<file path="config.mk">
export PLATFORM = sky130hd
export DESIGN_NAME = uart_loader_flat
export DESIGN_NICKNAME = d
export VERILOG_FILES = /design/src/rtl/uart_loader_if.sv /design/src/rtl/uart_loader.sv /design/src/flat_wrapper.sv
export SDC_FILE = /design/constraint.sdc
export NUM_CORES = 1
export LEC_CHECK = 0
export BUFFER_PORTS_ARGS = -buffer_cell sky130_fd_sc_hd__buf_2
export CAP_MARGIN = 10
export CORE_MARGIN = 3
export CORE_UTILIZATION = 45
export DETAILED_ROUTE_END_ITERATION = 6
export MAX_ROUTING_LAYER = met4
export SETUP_SLACK_MARGIN = 0.15
export SLEW_MARGIN = 20
export SYNTH_ARGS = -nofsm -noshare
export SYNTH_HDL_FRONTEND = slang
export SYNTH_SLANG_ARGS = --single-unit
</file>
<file path="constraint.sdc">
create_clock -name clk -period 5.4 [get_ports clk]
set_clock_uncertainty 0.05 [all_clocks]
set_input_delay 0.54 -clock clk [delete_from_list [all_inputs] [get_ports clk]]
set_output_delay 0.54 -clock clk [all_outputs]
set_load 0.03 [all_outputs]
</file>
<file path="src/rtl/uart_loader_if.sv">
// uart_loader_if: UART line plus memory write port and loader status.
//   rx        - serial line into the loader (idle high)
//   mem_addr  - 16-bit write address
//   mem_data  - 8-bit write data
//   mem_we    - one-cycle write strobe
//   cpu_hold  - high keeps the CPU in reset
//   busy      - frame in progress
//   done      - sticky, frame completed successfully
//   error     - sticky, framing or checksum error
// master: the loader side.
// slave: the memory / CPU / line side.
interface uart_loader_if;
   logic        rx;
   logic [15:0] mem_addr;
   logic [7:0]  mem_data;
   logic        mem_we;
   logic        cpu_hold;
   logic        busy;
   logic        done;
   logic        error;

   modport master (
      input  rx,
      output mem_addr, mem_data, mem_we, cpu_hold, busy, done, error
   );

   modport slave (
      output rx,
      input  mem_addr, mem_data, mem_we, cpu_hold, busy, done, error
   );
endinterface

</file>
<file path="src/rtl/uart_loader.sv">
// uart_loader: receives a framed program image over UART and writes it to
// memory at consecutive addresses, holding the CPU in reset until the
// image is complete.
//
// Frame: SYNC_BYTE, ADDR_H, ADDR_L, LEN_H, LEN_L, LEN data bytes,
//        then CSUM when UART_LOADER_CHECKSUM_EN is defined.
//
// Ports:
//   clk  - board clock
//   rst  - synchronous active-high reset
//   bus  - uart_loader_if.master (rx in; memory write port and status out)
//
// Parameters:
//   CLKS_PER_BIT - clock cycles per UART bit
//   SYNC_BYTE    - header byte that opens a frame
//
// Optional feature macro: UART_LOADER_CHECKSUM_EN adds the CSUM state and
// a modulo-256 sum of the data bytes that must match the trailing byte.
module uart_loader #(
   parameter int          CLKS_PER_BIT = 104,
   parameter logic [7:0]  SYNC_BYTE    = 8'hA5
) (
   input  logic       clk,
   input  logic       rst,
   uart_loader_if.master bus
);

   localparam int CW = $clog2(CLKS_PER_BIT + 1);
   localparam logic [CW-1:0] HALF = CW'(CLKS_PER_BIT / 2 - 1);
   localparam logic [CW-1:0] FULL = CW'(CLKS_PER_BIT - 1);

   // ---------------------------------------------------------------
   // RX synchronizer; rx_s3 is the previous synchronized sample used
   // for falling-edge detection.
   // ---------------------------------------------------------------
   logic rx_s1, rx_s2, rx_s3;

   always_ff @(posedge clk) begin
      if (rst) begin
         rx_s1 <= 1'b1;
         rx_s2 <= 1'b1;
         rx_s3 <= 1'b1;
      end else begin
         rx_s1 <= bus.rx;
         rx_s2 <= rx_s1;
         rx_s3 <= rx_s2;
      end
   end

   // ---------------------------------------------------------------
   // RX byte receiver
   // ---------------------------------------------------------------
   typedef enum logic [1:0] {RX_IDLE, RX_START, RX_DATA, RX_STOP} rx_state_t;

   rx_state_t     rx_st, rx_st_n;
   logic [CW-1:0] rx_cnt, rx_cnt_n;
   logic [2:0]    rx_bit, rx_bit_n;
   logic [7:0]    rx_shift, rx_shift_n;
   logic          byte_valid, frame_err;

   always_ff @(posedge clk) begin
      if (rst) begin
         rx_st    <= RX_IDLE;
         rx_cnt   <= '0;
         rx_bit   <= '0;
         rx_shift <= '0;
      end else begin
         rx_st    <= rx_st_n;
         rx_cnt   <= rx_cnt_n;
         rx_bit   <= rx_bit_n;
         rx_shift <= rx_shift_n;
      end
   end

   always_comb begin
      rx_st_n    = rx_st;
      rx_cnt_n   = rx_cnt + 1'b1;
      rx_bit_n   = rx_bit;
      rx_shift_n = rx_shift;
      byte_valid = 1'b0;
      frame_err  = 1'b0;
      case (rx_st)
         RX_IDLE: begin
            rx_cnt_n = '0;
            if (rx_s3 && !rx_s2) rx_st_n = RX_START;
         end
         RX_START: begin
            // Re-check the start bit at its centre to reject glitches.
            if (rx_cnt == HALF) begin
               rx_cnt_n = '0;
               rx_bit_n = '0;
               rx_st_n  = rx_s2 ? RX_IDLE : RX_DATA;
            end
         end
         RX_DATA: begin
            if (rx_cnt == FULL) begin
               rx_cnt_n   = '0;
               rx_shift_n = {rx_s2, rx_shift[7:1]};
               rx_bit_n   = rx_bit + 1'b1;
               if (rx_bit == 3'd7) rx_st_n = RX_STOP;
            end
         end
         RX_STOP: begin
            // Return to idle at the stop-bit centre so a start bit that
            // immediately follows one stop bit is still caught.
            if (rx_cnt == FULL) begin
               rx_cnt_n   = '0;
               byte_valid = rx_s2;
               frame_err  = !rx_s2;
               rx_st_n    = RX_IDLE;
            end
         end
         default: rx_st_n = RX_IDLE;
      endcase
   end

   // ---------------------------------------------------------------
   // Loader FSM
   // ---------------------------------------------------------------
   typedef enum logic [3:0] {
      S_IDLE, S_ADDR_H, S_ADDR_L, S_LEN_H, S_LEN_L, S_DATA,
`ifdef UART_LOADER_CHECKSUM_EN
      S_CSUM,
`endif
      S_DONE, S_ERROR
   } ld_state_t;

   // State entered once the last data byte (or an empty payload) is seen.
`ifdef UART_LOADER_CHECKSUM_EN
   localparam ld_state_t S_TAIL = S_CSUM;
`else
   localparam ld_state_t S_TAIL = S_DONE;
`endif

   ld_state_t   st, st_n;
   logic [15:0] addr, addr_n;
   logic [15:0] len, len_n;
   logic [15:0] mem_addr_q, mem_addr_n;
   logic [7:0]  mem_data_q, mem_data_n;
   logic        mem_we_q, mem_we_n;
`ifdef UART_LOADER_CHECKSUM_EN
   logic [7:0]  csum, csum_n;
`endif

   always_ff @(posedge clk) begin
      if (rst) begin
         st         <= S_IDLE;
         addr       <= '0;
         len        <= '0;
         mem_addr_q <= '0;
         mem_data_q <= '0;
         mem_we_q   <= 1'b0;
`ifdef UART_LOADER_CHECKSUM_EN
         csum       <= '0;
`endif
      end else begin
         st         <= st_n;
         addr       <= addr_n;
         len        <= len_n;
         mem_addr_q <= mem_addr_n;
         mem_data_q <= mem_data_n;
         mem_we_q   <= mem_we_n;
`ifdef UART_LOADER_CHECKSUM_EN
         csum       <= csum_n;
`endif
      end
   end

   always_comb begin
      st_n       = st;
      addr_n     = addr;
      len_n      = len;
      mem_addr_n = mem_addr_q;
      mem_data_n = mem_data_q;
      mem_we_n   = 1'b0;
`ifdef UART_LOADER_CHECKSUM_EN
      csum_n     = csum;
`endif
      // Line errors after DONE are ignored so noise cannot stop a running CPU.
      if (frame_err && st != S_DONE) begin
         st_n = S_ERROR;
      end else if (byte_valid) begin
         case (st)
            S_IDLE, S_DONE, S_ERROR: begin
               if (rx_shift == SYNC_BYTE) begin
                  st_n = S_ADDR_H;
`ifdef UART_LOADER_CHECKSUM_EN
                  csum_n = '0;
`endif
               end
            end
            S_ADDR_H: begin
               addr_n[15:8] = rx_shift;
               st_n         = S_ADDR_L;
            end
            S_ADDR_L: begin
               addr_n[7:0] = rx_shift;
               st_n        = S_LEN_H;
            end
            S_LEN_H: begin
               len_n[15:8] = rx_shift;
               st_n        = S_LEN_L;
            end
            S_LEN_L: begin
               len_n = {len[15:8], rx_shift};
               st_n  = ({len[15:8], rx_shift} == 16'd0) ? S_TAIL : S_DATA;
            end
            S_DATA: begin
               mem_addr_n = addr;
               mem_data_n = rx_shift;
               mem_we_n   = 1'b1;
               addr_n     = addr + 16'd1;
               len_n      = len - 16'd1;
`ifdef UART_LOADER_CHECKSUM_EN
               csum_n     = csum + rx_shift;
`endif
               if (len == 16'd1) st_n = S_TAIL;
            end
`ifdef UART_LOADER_CHECKSUM_EN
            S_CSUM: st_n = (rx_shift == csum) ? S_DONE : S_ERROR;
`endif
            default: st_n = S_IDLE;
         endcase
      end
   end

   assign bus.mem_addr = mem_addr_q;
   assign bus.mem_data = mem_data_q;
   assign bus.mem_we   = mem_we_q;
   assign bus.done     = (st == S_DONE);
   assign bus.error    = (st == S_ERROR);
   assign bus.cpu_hold = (st != S_DONE);
   assign bus.busy     = (st != S_IDLE) && (st != S_DONE) && (st != S_ERROR);

endmodule
</file>
<file path="src/flat_wrapper.sv">
// flat-port wrapper written by rule: the top's interface ports become plain ports
module uart_loader_flat 
#(
   parameter int          CLKS_PER_BIT = 104,
   parameter logic [7:0]  SYNC_BYTE    = 8'hA5
)
  (clk, rst, bus_rx, bus_mem_addr, bus_mem_data, bus_mem_we, bus_cpu_hold, bus_busy, bus_done, bus_error);
  uart_loader_if bus_i ();
  input  logic clk;
  input  logic rst;
  input wire logic [$bits(bus_i.rx)-1:0] bus_rx;
  output wire logic [$bits(bus_i.mem_addr)-1:0] bus_mem_addr;
  output wire logic [$bits(bus_i.mem_data)-1:0] bus_mem_data;
  output wire logic [$bits(bus_i.mem_we)-1:0] bus_mem_we;
  output wire logic [$bits(bus_i.cpu_hold)-1:0] bus_cpu_hold;
  output wire logic [$bits(bus_i.busy)-1:0] bus_busy;
  output wire logic [$bits(bus_i.done)-1:0] bus_done;
  output wire logic [$bits(bus_i.error)-1:0] bus_error;
  assign bus_i.rx = bus_rx;
  assign bus_mem_addr = bus_i.mem_addr;
  assign bus_mem_data = bus_i.mem_data;
  assign bus_mem_we = bus_i.mem_we;
  assign bus_cpu_hold = bus_i.cpu_hold;
  assign bus_busy = bus_i.busy;
  assign bus_done = bus_i.done;
  assign bus_error = bus_i.error;
  uart_loader #(.CLKS_PER_BIT(CLKS_PER_BIT), .SYNC_BYTE(SYNC_BYTE)) u_core (.clk(clk), .rst(rst), .bus(bus_i));
endmodule
</file>
# Yosys cells after proc, flatten, opt, wreduce, memory -nomap -nowiden
# Cells that the tools add are included.
[op_classes]
n_bitwise = 2
mux = 28
n_addsub = 4
eq_ne = 26
reduce_logical = 29
[op_table]
columns = ["cell", "count"]
rows = [
  ["one-hot mux 8 bit (2 select lines)", 4],
  ["one-hot mux 4 bit (6 select lines)", 1],
  ["AND reduction 3 bit", 8],
  ["one-hot mux 7 bit (3 select lines)", 1],
  ["adder 16 x 1 -> 16 bit (second input constant)", 1],
  ["== test 16 x 1 -> 1 bit (second input constant)", 1],
  ["== test 4 x 3 -> 1 bit (second input constant)", 4],
  ["zero test 16 bit", 1],
  ["subtractor 16 x 1 -> 16 bit (second input constant)", 1],
  ["two-way mux 2 bit", 7],
  ["two-way mux 7 bit", 2],
  ["inequality test 2 x 1 -> 1 bit (second input constant)", 7],
  ["two-way mux 3 bit", 4],
  ["nonzero test 2 bit", 6],
  ["== test 4 x 2 -> 1 bit (second input constant)", 2],
  ["== test 8 bit (second input constant)", 1],
  ["two-way mux 4 bit", 2],
  ["inequality test 4 x 3 -> 1 bit (second input constant)", 2],
  ["one-hot mux 2 bit (4 select lines)", 1],
  ["adder 7 x 1 -> 7 bit (second input constant)", 1],
  ["== test 7 x 6 -> 1 bit (second input constant)", 1],
  ["== test 7 bit (second input constant)", 1],
  ["inequality test 3 x 1 -> 1 bit (second input constant)", 2],
  ["one-hot mux 3 bit (2 select lines)", 1],
  ["16 further kinds", 27],
]
[word_totals]
out_inout_bits = 29
ff_bits = 84
word_cells = 105

# Longest topological paths before layout
[logic_depth]
ltp_word = 6
mapped_depth = 7
mapped_depth_nobuf = 7

# Least setup slack after synthesis
# Ideal clock, no wire load.
[synth_timing]
path_kind = "register to output"
start = "reg u_core.st[2]"
end = "out bus_cpu_hold"
path_stages_with_launch = 5
t_required_ps = 4810
arrival_time_ps = 1566
slack_ps = 3244
path_buffers = 1
cell_sequence = "dfxtp_1 > clkbuf_1 > nand2_1 > nor2_1 > inv_1"
[synth_via]
elab_chain_cells = 1
[synth_rtl]
columns = ["element", "line_no", "source"]
rows = [
  ["start, declared", "uart_loader.sv:135", "ld_state_t st, st_n;"],
  ["start signal, assigned", "uart_loader.sv:157", "st <= st_n;"],
  ["inequality test 4 x 3 -> 1 bit", "uart_loader.sv:232", "assign bus.cpu_hold = (st != S_DONE);"],
  ["end, declared", "flat_wrapper.sv:15", "output wire logic [$bits(bus_i.cpu_hold)-1:0] bus_cpu_hold;"],
]
# Every way passes these cells.

# Final worst setup path
[layout_timing]
start = "reg u_core.st[2]"
end = "reg u_core.mem_data_q[5], in the netlist u_core.bus.mem_data[5]"
[layout_via]
elab_chain_cells = 4
[layout_rtl]
columns = ["element", "line_no", "source"]
rows = [
  ["inequality test 4 x 3 -> 1 bit", "uart_loader.sv:180", "if (frame_err && st != S_DONE) begin"],
  ["logical AND 1 bit", "uart_loader.sv:180", ""],
  ["NOT 1 bit (no source line)", "-", ""],
  ["AND reduction 3 bit (no source line) *", "-", ""],
  ["end signal, assigned", "uart_loader.sv:161", "mem_data_q <= mem_data_n;"],
  ["end, declared", "uart_loader.sv:139", "logic [7:0] mem_data_q, mem_data_n;"],
]
# Every way passes the cells marked *; elsewhere a longest branch is shown, timed or not.
# A chain may end at the register's enable or synchronous reset.

==> impl_metrics.json <==
{
  "cp.arrival_ns": 2.91,
  "r2r_setup_slack_ns": 2.65,
  "fin_crit_sh_pct": 50.9,
  "cts_max_path_buffers": 2,
  "fin_cells": 644,
  "max_freq_ghz": 0.364,
  "netlist_top_cells_area": "dfxtp_1 (41%), a21oi_1 (7.4%), nor2_1 (5.3%), nand2_1 (5.0%), o21ai_0 (4.0%)",
  "tns_ns": 0,
  "grt_max_degree": 74,
  "r2r_cells": 5,
  "mappedNetlistArea_mm2": 0.00410,
  "dieArea_mm2": 0.0103,
  "synth_top_area_cell": "dfxtp_1",
  "ys_seq_area_share_pct": 40.5,
  "initial_core_util_pct": 46.6,
  "multi_input_area_mm2": 0.00227,
  "avgSynthCellArea_um2": 7.87,
  "cp-startpoint": "u_core.st[2]",
  "design_area_mm2": 0.00445,
  "placedCellCount": 630,
  "status": "completed",
  "grt_pass1_wl_um": 17900,
  "p_leak_nw": 1.56,
  "drtPass1Iterations": 6,
  "async_flop_share_pct": 0,
  "gp_congestion": 0.903,
  "endpoint": "u_core.bus.mem_data[5]",
  "cts_tree": "built",
  "synth-edff-count": 0,
  "vias_per_cell": 5.98,
  "crit_fanout": 34,
  "num_vias": 3854,
  "cts_sinks": 83,
  "area_growth_pct": 8.51,
  "r2r-start": "u_core.st[2]",
  "fin_total_pwr_mw": 1.02,
  "finalHoldViolCount": 0,
  "synth_top_flop_cell": "dfxtp_1",
  "setup-violations-final": 0,
  "relSlewSlack_pct": 37.7,
  "drv_slew": 0,
  "antenna_found_initial": 0,
  "fill_cells": 832,
  "path_class": "register to register",
  "fin_crit_ns": 2.75,
  "power.density_mw_per_mm2": 230,
  "n_antenna_cell": 0,
  "place_hpwl_um": 7100,
  "synth_top_area_share_pct": 40.5,
  "fin_nets": 543,
  "yosys_warnings": 0,
  "hold_buffers": 0,
  "grt-ovfl-total": 0,
  "crit_required_ns": 5.56,
  "drv_cap": 0,
  "peakVddDrop_mv": 0.155,
  "drc": 0,
  "ys_ff_latch": 83,
  "grt_pass1_vias": 3534,
  "h-tree-depth": 3,
  "rsz0062_at_grt": "no",
  "tightest_slew_ns": 0.926,
  "cts_buffers": 9,
  "drt-initial-drc-count": 317,
  "clk_latency_ns": 0.36,
  "cts_root_buffer": "clkbuf_8",
  "io_buffers": 31,
  "wl_um": 10700,
  "rows": 34,
  "wire_per_inst_um": 16.6,
  "drive_gt1_share_pct": 11.4,
  "clkSlewWorstSetupHoldPaths_ns": 0.08,
  "hold_class": "input pin to register",
  "post_cts_resized": 0,
  "cp-end-kind": "register",
  "cts_setup_buffers": 0,
  "regArea_mm2": 0.00166,
  "rr_endpoint": "u_core.bus.mem_data[5]",
  "die_w_um": 101,
  "die_y_um": 101,
  "synth.distinct_cells": 56,
  "synthCells": 521,
  "postPlaceCellArea_mm2": 0.00429,
  "whs_ns": 0.311,
  "ant_nets": 0,
  "grt_util_all_layers_pct": 22.3,
  "synth_nets": 531,
  "ioPinCount": 32,
  "startpoint_type": "register",
  "core_area_mm2": 0.00881
}
-- worst max-delay path: stages, from the launching register on --
cell and delay [ns]:
dfxtp_1 0.60, and3b_1 0.65, buf_4 0.44, nand2_1 0.54, nand2_1 0.22, a21oi_1 0.09
-- cell type report --
type	count	area share, %
Clock buffer	9	2.78
Tap cell	108	3.04
Multi-Input combinational cell	393	51.0
Sequential cell	83	37.3
Timing Repair Buffer	36	4.33
Clock inverter	5	0.703
Inverter	10	0.844
-- sequential cells by signal, indices dropped and copies added, names as in the netlist, named ones only --
signal               cells
u_core.rx_s2             1
u_core.len              16
u_core.st                3
u_core.bus.mem_we        1
u_core.bus.mem_data      8
u_core.rx_s1             1
u_core.bus.mem_addr     16
u_core.rx_shift          8
u_core.addr             16
u_core.rx_s3             1
u_core.rx_bit            3
u_core.rx_st             1
u_core.rx_cnt            7
-- power by group --
part,switching (mW),internal (mW)
logic,0.0120,0.00288
registers,0.00150,0.613
clock network,0.232,0.161
total,0.246,0.777
-- through the flow --
step	setup slack (ns)	util (%)
6_report	2.65	50.5
5_1_grt	2.28	50.5
4_1_cts	2.60	50.5
3_5_place_dp	2.62	48.8
3_3_place_gp	2.71	48.8
2_1_floorplan	3.24	-
-- worst min path at each step --
stage | startpoint | end | slack (ns) | cells past startpoint
final | bus_rx | u_core.rx_s1 | 0.31 | 2
after global routing | bus_rx | u_core.rx_s1 | 0.31 | 2
after CTS | bus_rx | u_core.rx_s1 | 0.30 | 2
after detailed placement | u_core.rx_s1 | u_core.rx_s2 | 0.35 | 1
after global placement | u_core.rx_s1 | u_core.rx_s2 | 0.34 | 1
after floorplan | u_core.rx_s1 | u_core.rx_s2 | 0.34 | 1
-- cells by family (layout without fill, tap and decap cells) --
| family | Yosys count | count (layout) | share of synthesized area, % |
|---|---|---|---|
| flip-flops | 83 | 83 | 40.5 |
| AO/OA/AOI/OAI | 144 | 144 | 21.6 |
| AND/OR/NAND/NOR | 228 | 228 | 28.2 |
| buffers and inverters | 45 | 60 | 4.33 |
| XOR/XNOR | 5 | 5 | 1.07 |
| multiplexers | 9 | 9 | 2.20 |
| adder cells (fa/ha/maj) | 7 | 7 | 2.14 |
-- cells in the mapped netlist (3+ instances only) --
| library cell | number |
|---|---|
| o21ai_0 | 33 |
| or4_1 | 3 |
| mux2i_1 | 9 |
| ha_1 | 7 |
| buf_2 | 5 |
| nor3_1 | 17 |
| nand2b_1 | 3 |
| buf_1 | 4 |
| a21o_1 | 3 |
| nor3b_1 | 4 |
| and2_1 | 8 |
| a31oi_1 | 7 |
| dfxtp_1 | 83 |
| o21a_1 | 4 |
| a211oi_1 | 5 |
| a21oi_1 | 61 |
| clkbuf_1 | 24 |
| a311oi_1 | 3 |
| nand4b_1 | 3 |
| o31ai_1 | 5 |
| nand3_1 | 31 |
| nor2_1 | 58 |
| nand2_1 | 55 |
| and3_1 | 8 |
| a2111oi_0 | 4 |
| o22ai_1 | 3 |
| or3_1 | 3 |
| xor2_1 | 4 |
| nand4_1 | 10 |
| inv_1 | 10 |
| nor4_1 | 10 |
-- layout by cell type, fill, tap and decap left out, types with 9 or more instances in the layout --
| cell type | count |
|---|---|
| nand3_1 | 31 |
| nor2_1 | 58 |
| inv_1 | 10 |
| nand4_1 | 10 |
| clkbuf_8 | 9 |
| nor4_1 | 9 |
| mux2i_1 | 9 |
| buf_2 | 31 |
| dfxtp_1 | 83 |
| nand2_1 | 55 |
| o21ai_0 | 33 |
| nor3_1 | 17 |
| a21oi_1 | 61 |
-- routing by layer --
layer	up-vias	part of all wire [%]	routed length (µm)	global-route usage (%)
li1	1918	-	-	-
met1	1800	49	5240	31.2
met2	116	45	4770	33.1
met3	20	4.9	523	3.44
met4	0	1.4	146	6.95
met5	-	0	0	-
Power figures use the tool's default switching activity.
